===== config.mk =====
export PLATFORM = sky130hd
export DESIGN_NAME = ipml_fifo_wr_packer_16to128_flat
export DESIGN_NICKNAME = d
export VERILOG_FILES = /design/src/rtl/ipml_fifo_wr_packer_16to128_pkg.sv /design/src/rtl/ipml_fifo_wr_packer_16to128_if.sv /design/src/rtl/ipml_pack_out_reg.sv /design/src/rtl/ipml_fifo_wr_packer_16to128.sv /design/src/flat_wrapper.sv
export SDC_FILE = /design/constraint.sdc
export NUM_CORES = 1
export LEC_CHECK = 0
export ABC_AREA = 1
export BUFFER_PORTS_ARGS = -buffer_cell sky130_fd_sc_hd__buf_2
export CAP_MARGIN = 20
export CORE_ASPECT_RATIO = 1.5
export CORE_UTILIZATION = 35
export DETAILED_ROUTE_END_ITERATION = 16
export PLACE_DENSITY = 0.59
export RECOVER_POWER = 100
export SYNTH_ARGS = -nofsm -noshare
export SYNTH_HDL_FRONTEND = slang
export SYNTH_SLANG_ARGS = --single-unit

===== constraint.sdc =====
create_clock -name wr_clk -period 12.4 [get_ports wr_clk]
set_clock_uncertainty 0.05 [all_clocks]
set_input_delay 0.62 -clock wr_clk [delete_from_list [all_inputs] [get_ports wr_clk]]
set_output_delay 0.62 -clock wr_clk [all_outputs]
set_load 0.005 [all_outputs]

===== src/rtl/ipml_fifo_wr_packer_16to128_pkg.sv =====
// Shared widths, lane ratio and configuration check for the 16-to-128 write packer.
package ipml_fifo_wr_packer_16to128_pkg;

  localparam int C_IN_WIDTH  = 16;
  localparam int C_OUT_WIDTH = 128;
  localparam int C_CNT_WIDTH = 16;
  localparam int RATIO       = C_OUT_WIDTH / C_IN_WIDTH;
  localparam int LANE_W      = $clog2(RATIO);

  // Output width must be the input width times a power of two of at least 2.
  function automatic bit pack_cfg_ok(input int in_w, input int out_w);
    int r;
    if (in_w <= 0) begin
      return 1'b0;
    end else if ((out_w % in_w) != 0) begin
      return 1'b0;
    end else begin
      r = out_w / in_w;
      return (r >= 2) && ((r & (r - 1)) == 0);
    end
  endfunction

endpackage


===== src/rtl/ipml_fifo_wr_packer_16to128_if.sv =====
// Pixel-in / FIFO-write-out bundle of the write packer; slave is the packer side.
interface ipml_fifo_wr_packer_16to128_if
  import ipml_fifo_wr_packer_16to128_pkg::*;
#(
  parameter int IN_W  = C_IN_WIDTH,
  parameter int OUT_W = C_OUT_WIDTH,
  parameter int CNT_W = C_CNT_WIDTH
);
  logic [IN_W-1:0]  in_data;
  logic             in_valid;
  logic             in_last;
  logic             in_ready;
  logic [OUT_W-1:0] fifo_wr_data;
  logic             fifo_wr_en;
  logic             fifo_wr_vld;
  logic             line_done;
  logic [CNT_W-1:0] line_words;

  modport slave (
    input  in_data, in_valid, in_last, fifo_wr_vld,
    output in_ready, fifo_wr_data, fifo_wr_en, line_done, line_words
  );

  modport master (
    output in_data, in_valid, in_last, fifo_wr_vld,
    input  in_ready, fifo_wr_data, fifo_wr_en, line_done, line_words
  );
endinterface


===== src/rtl/ipml_pack_out_reg.sv =====
// Single-entry holding register with valid/ready on both sides; drain and reload may share a cycle.
module ipml_pack_out_reg
  import ipml_fifo_wr_packer_16to128_pkg::*;
#(
  parameter int W = C_OUT_WIDTH
) (
  input  logic         clk,
  input  logic         rst,
  input  logic         in_valid,
  input  logic [W-1:0] in_data,
  input  logic         in_last,
  output logic         in_ready,
  output logic         out_valid,
  output logic [W-1:0] out_data,
  output logic         out_last,
  input  logic         out_ready
);
  logic         valid_q, valid_d;
  logic         last_q, last_d;
  logic [W-1:0] data_q, data_d;

  assign in_ready  = ~valid_q | out_ready;
  assign out_valid = valid_q;
  assign out_data  = data_q;
  assign out_last  = last_q;

  // Next state: a load wins over a drain, otherwise hold the word stable.
  always_comb begin
    valid_d = valid_q;
    last_d  = last_q;
    data_d  = data_q;
    if (in_valid & in_ready) begin
      valid_d = 1'b1;
      last_d  = in_last;
      data_d  = in_data;
    end else if (out_ready) begin
      valid_d = 1'b0;
    end else begin
      valid_d = valid_q;
    end
  end

  // Holding register state.
  always_ff @(posedge clk or posedge rst) begin
    if (rst) begin
      valid_q <= 1'b0;
      last_q  <= 1'b0;
      data_q  <= '0;
    end else begin
      valid_q <= valid_d;
      last_q  <= last_d;
      data_q  <= data_d;
    end
  end
endmodule


===== src/rtl/ipml_fifo_wr_packer_16to128.sv =====
// Packs narrow pixels little-endian into wide FIFO words; end-of-line flushes a zero-padded word.
module ipml_fifo_wr_packer_16to128
  import ipml_fifo_wr_packer_16to128_pkg::*;
#(
  parameter int c_IN_WIDTH  = C_IN_WIDTH,
  parameter int c_OUT_WIDTH = C_OUT_WIDTH,
  parameter int c_CNT_WIDTH = C_CNT_WIDTH
) (
  input logic                          wr_clk,
  input logic                          wr_rst,
  ipml_fifo_wr_packer_16to128_if.slave bus
);
  localparam int RATIO_L  = c_OUT_WIDTH / c_IN_WIDTH;
  localparam int LANE_W_L = $clog2(RATIO_L);

  if (!pack_cfg_ok(c_IN_WIDTH, c_OUT_WIDTH)) begin : g_cfg_check
    $error("c_OUT_WIDTH must be c_IN_WIDTH times a power of two >= 2");
  end

  logic [LANE_W_L-1:0]    lane_q, lane_d;
  logic [c_OUT_WIDTH-1:0] acc_q, acc_d, acc_ins_s, word_s, out_data_s;
  logic [c_CNT_WIDTH-1:0] cnt_q, cnt_d, cnt_inc_s, line_words_q, line_words_d;
  logic                   line_done_q, line_done_d;
  logic                   ld_ready_s, acc_s, cmpl_s, wr_s, out_valid_s, out_last_s;

  assign bus.in_ready = ~wr_rst & ld_ready_s;
  assign acc_s        = bus.in_valid & bus.in_ready;
  assign cmpl_s       = acc_s & ((lane_q == LANE_W_L'(RATIO_L - 1)) | bus.in_last);
  assign wr_s         = out_valid_s & bus.fifo_wr_vld;
  assign cnt_inc_s    = (&cnt_q) ? cnt_q : cnt_q + c_CNT_WIDTH'(1);

  // Insert the current pixel into its lane; the outgoing word keeps only lanes up to it.
  always_comb begin
    acc_ins_s = acc_q;
    acc_ins_s[lane_q*c_IN_WIDTH +: c_IN_WIDTH] = bus.in_data;
    word_s = '0;
    for (int i = 0; i < RATIO_L; i++) begin
      if (LANE_W_L'(i) <= lane_q) begin
        word_s[i*c_IN_WIDTH +: c_IN_WIDTH] = acc_ins_s[i*c_IN_WIDTH +: c_IN_WIDTH];
      end else begin
        word_s[i*c_IN_WIDTH +: c_IN_WIDTH] = '0;
      end
    end
  end

  // Lane/accumulator advance and per-line word accounting.
  always_comb begin
    lane_d       = lane_q;
    acc_d        = acc_q;
    cnt_d        = cnt_q;
    line_words_d = line_words_q;
    line_done_d  = 1'b0;
    if (cmpl_s) begin
      lane_d = '0;
      acc_d  = '0;
    end else if (acc_s) begin
      lane_d = lane_q + LANE_W_L'(1);
      acc_d  = acc_ins_s;
    end else begin
      lane_d = lane_q;
    end
    if (wr_s & out_last_s) begin
      line_words_d = cnt_inc_s;
      cnt_d        = '0;
      line_done_d  = 1'b1;
    end else if (wr_s) begin
      cnt_d = cnt_inc_s;
    end else begin
      cnt_d = cnt_q;
    end
  end

  // Packer state registers.
  always_ff @(posedge wr_clk or posedge wr_rst) begin
    if (wr_rst) begin
      lane_q       <= '0;
      acc_q        <= '0;
      cnt_q        <= '0;
      line_words_q <= '0;
      line_done_q  <= 1'b0;
    end else begin
      lane_q       <= lane_d;
      acc_q        <= acc_d;
      cnt_q        <= cnt_d;
      line_words_q <= line_words_d;
      line_done_q  <= line_done_d;
    end
  end

  ipml_pack_out_reg #(.W(c_OUT_WIDTH)) u_out_reg (
    .clk       (wr_clk),
    .rst       (wr_rst),
    .in_valid  (cmpl_s),
    .in_data   (word_s),
    .in_last   (bus.in_last),
    .in_ready  (ld_ready_s),
    .out_valid (out_valid_s),
    .out_data  (out_data_s),
    .out_last  (out_last_s),
    .out_ready (bus.fifo_wr_vld)
  );

  assign bus.fifo_wr_en   = out_valid_s;
  assign bus.fifo_wr_data = out_data_s;
  assign bus.line_done    = line_done_q;
  assign bus.line_words   = line_words_q;
endmodule

===== src/flat_wrapper.sv =====
// flat-port wrapper written by rule: the top's interface ports become plain ports
module ipml_fifo_wr_packer_16to128_flat import ipml_fifo_wr_packer_16to128_pkg::*;
#(
  parameter int c_IN_WIDTH  = C_IN_WIDTH,
  parameter int c_OUT_WIDTH = C_OUT_WIDTH,
  parameter int c_CNT_WIDTH = C_CNT_WIDTH
)
  (wr_clk, wr_rst, bus_in_data, bus_in_valid, bus_in_last, bus_fifo_wr_vld, bus_in_ready, bus_fifo_wr_data, bus_fifo_wr_en, bus_line_done, bus_line_words);
  ipml_fifo_wr_packer_16to128_if bus_i ();
  input logic wr_clk;
  input logic wr_rst;
  input wire logic [$bits(bus_i.in_data)-1:0] bus_in_data;
  input wire logic [$bits(bus_i.in_valid)-1:0] bus_in_valid;
  input wire logic [$bits(bus_i.in_last)-1:0] bus_in_last;
  input wire logic [$bits(bus_i.fifo_wr_vld)-1:0] bus_fifo_wr_vld;
  output wire logic [$bits(bus_i.in_ready)-1:0] bus_in_ready;
  output wire logic [$bits(bus_i.fifo_wr_data)-1:0] bus_fifo_wr_data;
  output wire logic [$bits(bus_i.fifo_wr_en)-1:0] bus_fifo_wr_en;
  output wire logic [$bits(bus_i.line_done)-1:0] bus_line_done;
  output wire logic [$bits(bus_i.line_words)-1:0] bus_line_words;
  assign bus_i.in_data = bus_in_data;
  assign bus_i.in_valid = bus_in_valid;
  assign bus_i.in_last = bus_in_last;
  assign bus_i.fifo_wr_vld = bus_fifo_wr_vld;
  assign bus_in_ready = bus_i.in_ready;
  assign bus_fifo_wr_data = bus_i.fifo_wr_data;
  assign bus_fifo_wr_en = bus_i.fifo_wr_en;
  assign bus_line_done = bus_i.line_done;
  assign bus_line_words = bus_i.line_words;
  ipml_fifo_wr_packer_16to128 #(.c_IN_WIDTH(c_IN_WIDTH), .c_OUT_WIDTH(c_OUT_WIDTH), .c_CNT_WIDTH(c_CNT_WIDTH)) u_core (.wr_clk(wr_clk), .wr_rst(wr_rst), .bus(bus_i));
endmodule

==> metrics.cfg, run 1 <==
[yosys]
yosys_warnings = 0
ys_top_cells_by_area = dfrtp_1 (56%), nand2_1 (19%), o21ai_0 (6.9%), inv_1 (3.0%), nand3_1 (2.6%)
yosysTopAreaCell = dfrtp_1
synth-seq-cells = 294
ys_async_sr_fraction_pct = 100
yosysMostFrequentCell = nand2_1
synth_area_per_cell_sq_um = 8.23
synth_top_area_share_pct = 56.4
synthTopCellsByCount = nand2_1 (673), dfrtp_1 (294), o21ai_0 (180)
synth_edf_count = 0
syn_nets = 1613
ys_seq_area_share_pct = 56.4
ys.flop_type = dfrtp_1
synthesis.instances = 1584
synth_cell_type_count = 34
netlist_area_sq_um = 13000

[placed_design]
gp_congestion = 0.833
io_buffers = 167
hpwl_um = 24800

[sta]
rsz0062_at_grt = false
fin_crit_sh_pct = 54.1
period_minus_slack_ns = 6.71
maxSlewHeadroom_pct = -169
fmax_mhz = 149
hold_violations = 0
tns_ns = 0
setup_viol = 0
drv_slew = 285
worstMarginPinSlew_ns = 4.03
whs_ns = 0.232

[floorplanning]
rows = 86
die_width_um = 160
fp.dieH_um = 238
coreArea_sq_um = 36700
start_util_pct = 35.5
ios = 168
die_area_sq_um = 38100

[route]
dr_total_vias = 10800
ant_nets = 0
wire_per_inst_um = 16.6
drcViolationCount = 0
via_per_inst = 4.87
top_layer_used = met4
wl_met1_um = 15800
dr.first_iter.drc_count = 843
firstDrtPassIters = 6
routed_wl_um = 37000
dr_wl_met3_um = 1620
met2_length_um = 18200

[global_route]
grt_pass1_wl_um = 58000
grt_util_all_layers_pct = 19.4
grt_pass1_vias = 10400
antenna_found_initial = 0
grt-ovfl-total = 0
grt_max_degree = 142

[clock_network]
post_cts_buffers = 0
insertion_delay_ns = 0.57
path_clk_slew_ns = 0.06
numCtsBuffers = 30
post_cts_resized = 0
cts_root_buffer = clkbuf_16
cts_htree_levels = 1
clk_path_buf_depth = 3
cts_hold_buf = 0
cts.sinks = 294
cts_tree = built

[final_layout]
area_growth_pct = 15.9
multi_input_area_sq_um = 4860
fill_cells = 3722
n_antenna_cell = 0
regArea_sq_um = 7360
drive_gt1_share_pct = 9.44
fin_nets = 1742

[power_and_ir_drop]
cellLeakagePower_nw = 7.79
power_density_nw_per_um2 = 165
vdd_drop_max_mv = 0.105

[critical_path]
path_class = primary input to flip-flop
path_max_fanout = 141
cp_cell_sequence = clkbuf_1 > inv_8 > nand3_1 > clkbuf_1 > nor2_1 > inv_4 > a21oi_1 > nand2_1 > nand2_1
crit_path_top_delay_cell = nand3_1
slowest_delay_ns = 1.45
start_kind = primary input
endpoint_kind = flip-flop
worstPathArrival_ns = 7.15
required_ns = 12.85

[run_status]
violations = max-capacitance violations, max-slew violations
status = complete, but fails checks

[job]
cap_violations = 5

[hold_path]
hold_path_class = primary input to flip-flop

==> placed cells by master (no fill, tap or decap), drive strengths merged <==
master      n
a21oi       4
a22o       30
buf        95
bufinv      1
clkbuf    132
clkinv      6
clkinvlp    1
dfrtp     294
ha          8
inv       111
nand2     677
nand3      71
nand3b      3
nand4       7
nor2       52
o21ai     220
o21bai      3
o22ai      17
or3         1
xnor2       1
xor2        3
==> worst max-delay path: cells and delay by family <==
kind / cells / cell delay (ns)
compound gates: 1 / 1.14
simple gates: 4 / 2.73
buf+inv: 4 / 2.59
==> worst paths after layout <==
| kind | from | to | slack [ns] | cells past startpoint |
|---|---|---|---|---|
| max in group asynchronous | wr_rst | u_core.acc_q[100] | 7.46 | 4 |
| min in group asynchronous | wr_rst | u_core.cnt_q[8] | 0.29 | 2 |
| hold / removal | bus_in_last | u_core.u_out_reg.out_last | 0.23 | 3 |
| setup / recovery | wr_rst | u_core.u_out_reg.out_data[24] | 5.69 | 9 |
| setup reg to reg | u_core.u_out_reg.out_valid | u_core.u_out_reg.out_data[124] | 6.21 | 7 |
| hold reg to reg | u_core.bus.line_words[8] | u_core.bus.line_words[8] | 0.42 | 2 |
==> flip-flops by register name (all words and copies together) (netlist names) <==
name                        count
u_core.acc_q                  128
u_core.lane_q                   3
u_core.bus.line_done            1
u_core.bus.line_words          16
u_core.u_out_reg.out_last       1
u_core.u_out_reg.out_valid      1
u_core.cnt_q                   16
u_core.u_out_reg.out_data     128
==> cell families (layout without fill, tap and decap cells) <==
kind of cell / count (synthesis) / in the layout / share of synthesized area (%)
AO/OA/AOI/OAI: 274 / 274 / 11.8
adder cells (fa/ha/maj): 8 / 8 / 0.767
flip-flops: 294 / 294 / 56.4
buffers and inverters: 193 / 346 / 5.97
AND/OR/NAND/NOR: 811 / 811 / 24.8
XOR/XNOR: 4 / 4 / 0.269
==> routing by layer <==
metal | vias to the layer above | GRT usage, %
li1 | 5302 | -
met1 | 5151 | 25.0
met2 | 289 | 32.6
met3 | 69 | 2.42
met4 | 0 | 8.33
met5 | - | 0
==> stage by stage <==
stage          setup slack (ns)  cells  utilization (%)  area [sq um]  power (mW)
5_1_grt                    5.03   2221             41.2         15100        2.61
3_5_place_dp               8.05   2162             38.7         14200        1.58
2_1_floorplan              3.54   1584                -         13000        1.42
4_1_cts                    8.61   2218             41.5         15200        2.52
6_report                   5.69   2221             41.2         15100        2.49
3_3_place_gp               8.11   2161             38.7         14200        1.57
==> final cells by class <==
type                    instances  area share [%]
clock buffers                  49            6.38
inverters                     112            2.88
repair buffers                178            5.45
multi-input cells            1097            32.2
well taps                     484            4.01
flip-flops and latches        294            48.7
clock inverters                 7           0.439
==> where the power goes <==
group / switching (mW) / leakage (nW) / internal (mW)
combinational: 0.296 / 3.23 / 0.136
sequential: 0.0627 / 4.06 / 1.06
clock: 0.383 / 0.509 / 0.549
total: 0.742 / 7.79 / 1.75
No activity file was read; power rests on OpenSTA's default activity.
==> run 2, diff against run 1 <==
==> constraint.sdc (replaced) <==
create_clock -name wr_clk -period 6.9 [get_ports wr_clk]
set_clock_uncertainty 0.05 [all_clocks]
set_input_delay 0.345 -clock wr_clk [delete_from_list [all_inputs] [get_ports wr_clk]]
set_output_delay 0.345 -clock wr_clk [all_outputs]
set_load 0.005 [all_outputs]
==> run 2 against run 1 <==
  * The flow still finishes with violations (max-capacitance violations, max-slew violations)
  * Flip-flop and latch count stayed put
  * Non-clock buffer count is 2 higher
  * Die area is the same
  * Cell area decreased by 0.33%
  * Clock power grew 70%
  * Combinational power is 80% higher
  * Total power is 76% higher
  * Largest power group unchanged
  * Routed wire length is 0.34% lower
  * Register-to-register slack worse by 3.2 ns
  * Highest routed layer unchanged
==> metrics.cfg, run 2 (synthesis gave the netlist of run 1 again) <==
[run_status]
violations = max-capacitance violations, max-slew violations
status = complete, but fails checks

[route]
via_per_inst = 4.92
ant_nets = 0
routed_wl_um = 36800
wire_per_inst_um = 16.6
dr.first_iter.drc_count = 809
drcViolationCount = 0
firstDrtPassIters = 5
dr_total_vias = 10900

[floorplanning]
die_width_um = 160
die_area_sq_um = 38100
fp.dieH_um = 238
start_util_pct = 35.5
ios = 168
rows = 86
coreArea_sq_um = 36700

[global_route]
grt-ovfl-total = 0
grtUsageMet3_pct = 2.43
grt_pass1_vias = 10600
grt_use_met1_pct = 25.0
use_met2_pct = 33.3
grt_util_all_layers_pct = 19.6
grt_max_degree = 194
grt_most_used_layer = met2
antenna_found_initial = 0
grt_pass1_wl_um = 59100

[clock_network]
path_clk_slew_ns = 0.06
clk_path_buf_depth = 3
post_cts_resized = 0
cts_tree = built
cts.sinks = 294
cts_htree_levels = 1
post_cts_buffers = 0
cts_root_buffer = clkbuf_16
numCtsBuffers = 29
cts_hold_buf = 2
insertion_delay_ns = 0.56

[critical_path]
crit_path_top_delay_cell = nand3_4
path_common_cell = inv_1
r2r_slack_ns = 2.98
slowest_delay_ns = 1.06
r2r_cells = 7
cp-startpoint = wr_rst
r2r-end = u_core.u_out_reg.out_data[24]
worstReg2RegStart = u_core.u_out_reg.out_valid
required_ns = 7.30
worstPathArrival_ns = 5.26
cp-endpoint = u_core.u_out_reg.out_data[113]
path_max_fanout = 50
endpoint_kind = flip-flop
path_class = primary input to flip-flop
start_kind = primary input
cp_cell_sequence = dlygate4sd3_1 > clkbuf_1 > clkinvlp_2 > nand3_4 > buf_4 > inv_1 > nand2_1 > inv_1 > a22o_1

[placed_design]
io_buffers = 167
gp_congestion = 0.832
hpwl_um = 24700
place_area_sq_um = 14200

[sta]
period_minus_slack_ns = 4.86
drv_slew = 128
maxSlewHeadroom_pct = -22.5
setup_viol = 0
rsz0062_at_grt = false
hold_violations = 0
fmax_mhz = 206
worstMarginPinSlew_ns = 1.84
fin_crit_sh_pct = 70.5
tns_ns = 0

[power_and_ir_drop]
seqPwrFrac_pct = 46.1
cellLeakagePower_nw = 7.78
p_clk_share_pct = 36.1
switching_share_pct = 30.3
p_int_mw = 3.05
power_switching_mw = 1.32
power_frac_comb_pct = 17.8
power_density_nw_per_um2 = 290
vdd_drop_max_mv = 0.177

[hold_path]
hold_path_class = primary input to flip-flop

[final_layout]
area_growth_pct = 15.5
drive_gt1_share_pct = 9.76
final_common_cell = nand2_1
n_antenna_cell = 0
layout_common_cells = nand2_1 (673), dfrtp_1 (294), o21ai_0 (206), inv_1 (105), buf_2 (92)
design_area_sq_um = 15100
fin_nets = 1743

[job]
cap_violations = 2

[run 2: routing by layer]
layer | wire [um] | share of wire (%)
met1 | 15500 | 42
met2 | 18200 | 50
met3 | 1530 | 4.1
met4 | 1540 | 4.2
met5 | 0 | 0
[run 2: per-stage QoR]
stage	power (mW)	utilization (%)	hold slack, ns	std cells	setup WS [ns]
CTS	4.44	41.3	0.0140	2213	3.17
finish	4.37	41.0	0.0504	2216	2.04
global placement	2.82	38.7	0.409	2162	3.20
detailed placement	2.84	38.7	0.409	2162	3.10
global route	4.61	41.0	0.0547	2216	1.41
floorplan	2.56	-	0.398	1584	0.680
[run 2: critical path: cells and delay by family]
| kind | cells | cell delay, ns |
|---|---|---|
| compound gates | 1 | 0.27 |
| buf+inv | 6 | 3.26 |
| simple gates | 2 | 1.31 |
[run 2: final cells by class]
class	count	area, sq um
timing repair buffer	180	873
fill	3741	21600
multi-input combinational	1097	4870
clock buffer	34	764
clock inverter	15	159
sequential	294	7360
tap	484	606
inverter	112	429
[run 2: how the worst min path moves through the flow]
stage                                  start                       endpoint  slack (ns)  depth (start not counted)
6_report                     bus_fifo_wr_vld     u_core.u_out_reg.out_valid        0.05                          4
5_1_grt                      bus_fifo_wr_vld     u_core.u_out_reg.out_valid        0.05                          4
4_1_cts                      bus_fifo_wr_vld     u_core.u_out_reg.out_valid        0.01                          4
3_5_place_dp   u_core.u_out_reg.out_data[18]  u_core.u_out_reg.out_data[18]        0.41                          2
3_3_place_gp        u_core.bus.line_words[7]       u_core.bus.line_words[7]        0.41                          2
2_1_floorplan               u_core.acc_q[83]               u_core.acc_q[83]        0.40                          2
[run 2: power by group through the flow]
stage                     clock network, mW  registers (mW)  logic [mW]
after floorplan                           0            2.02       0.535
after global placement                    0            2.04       0.774
after detailed placement                  0            2.05       0.791
after CTS                              1.63            2.02       0.797
after global routing                   1.69            2.04       0.887
final                                  1.58            2.02       0.776
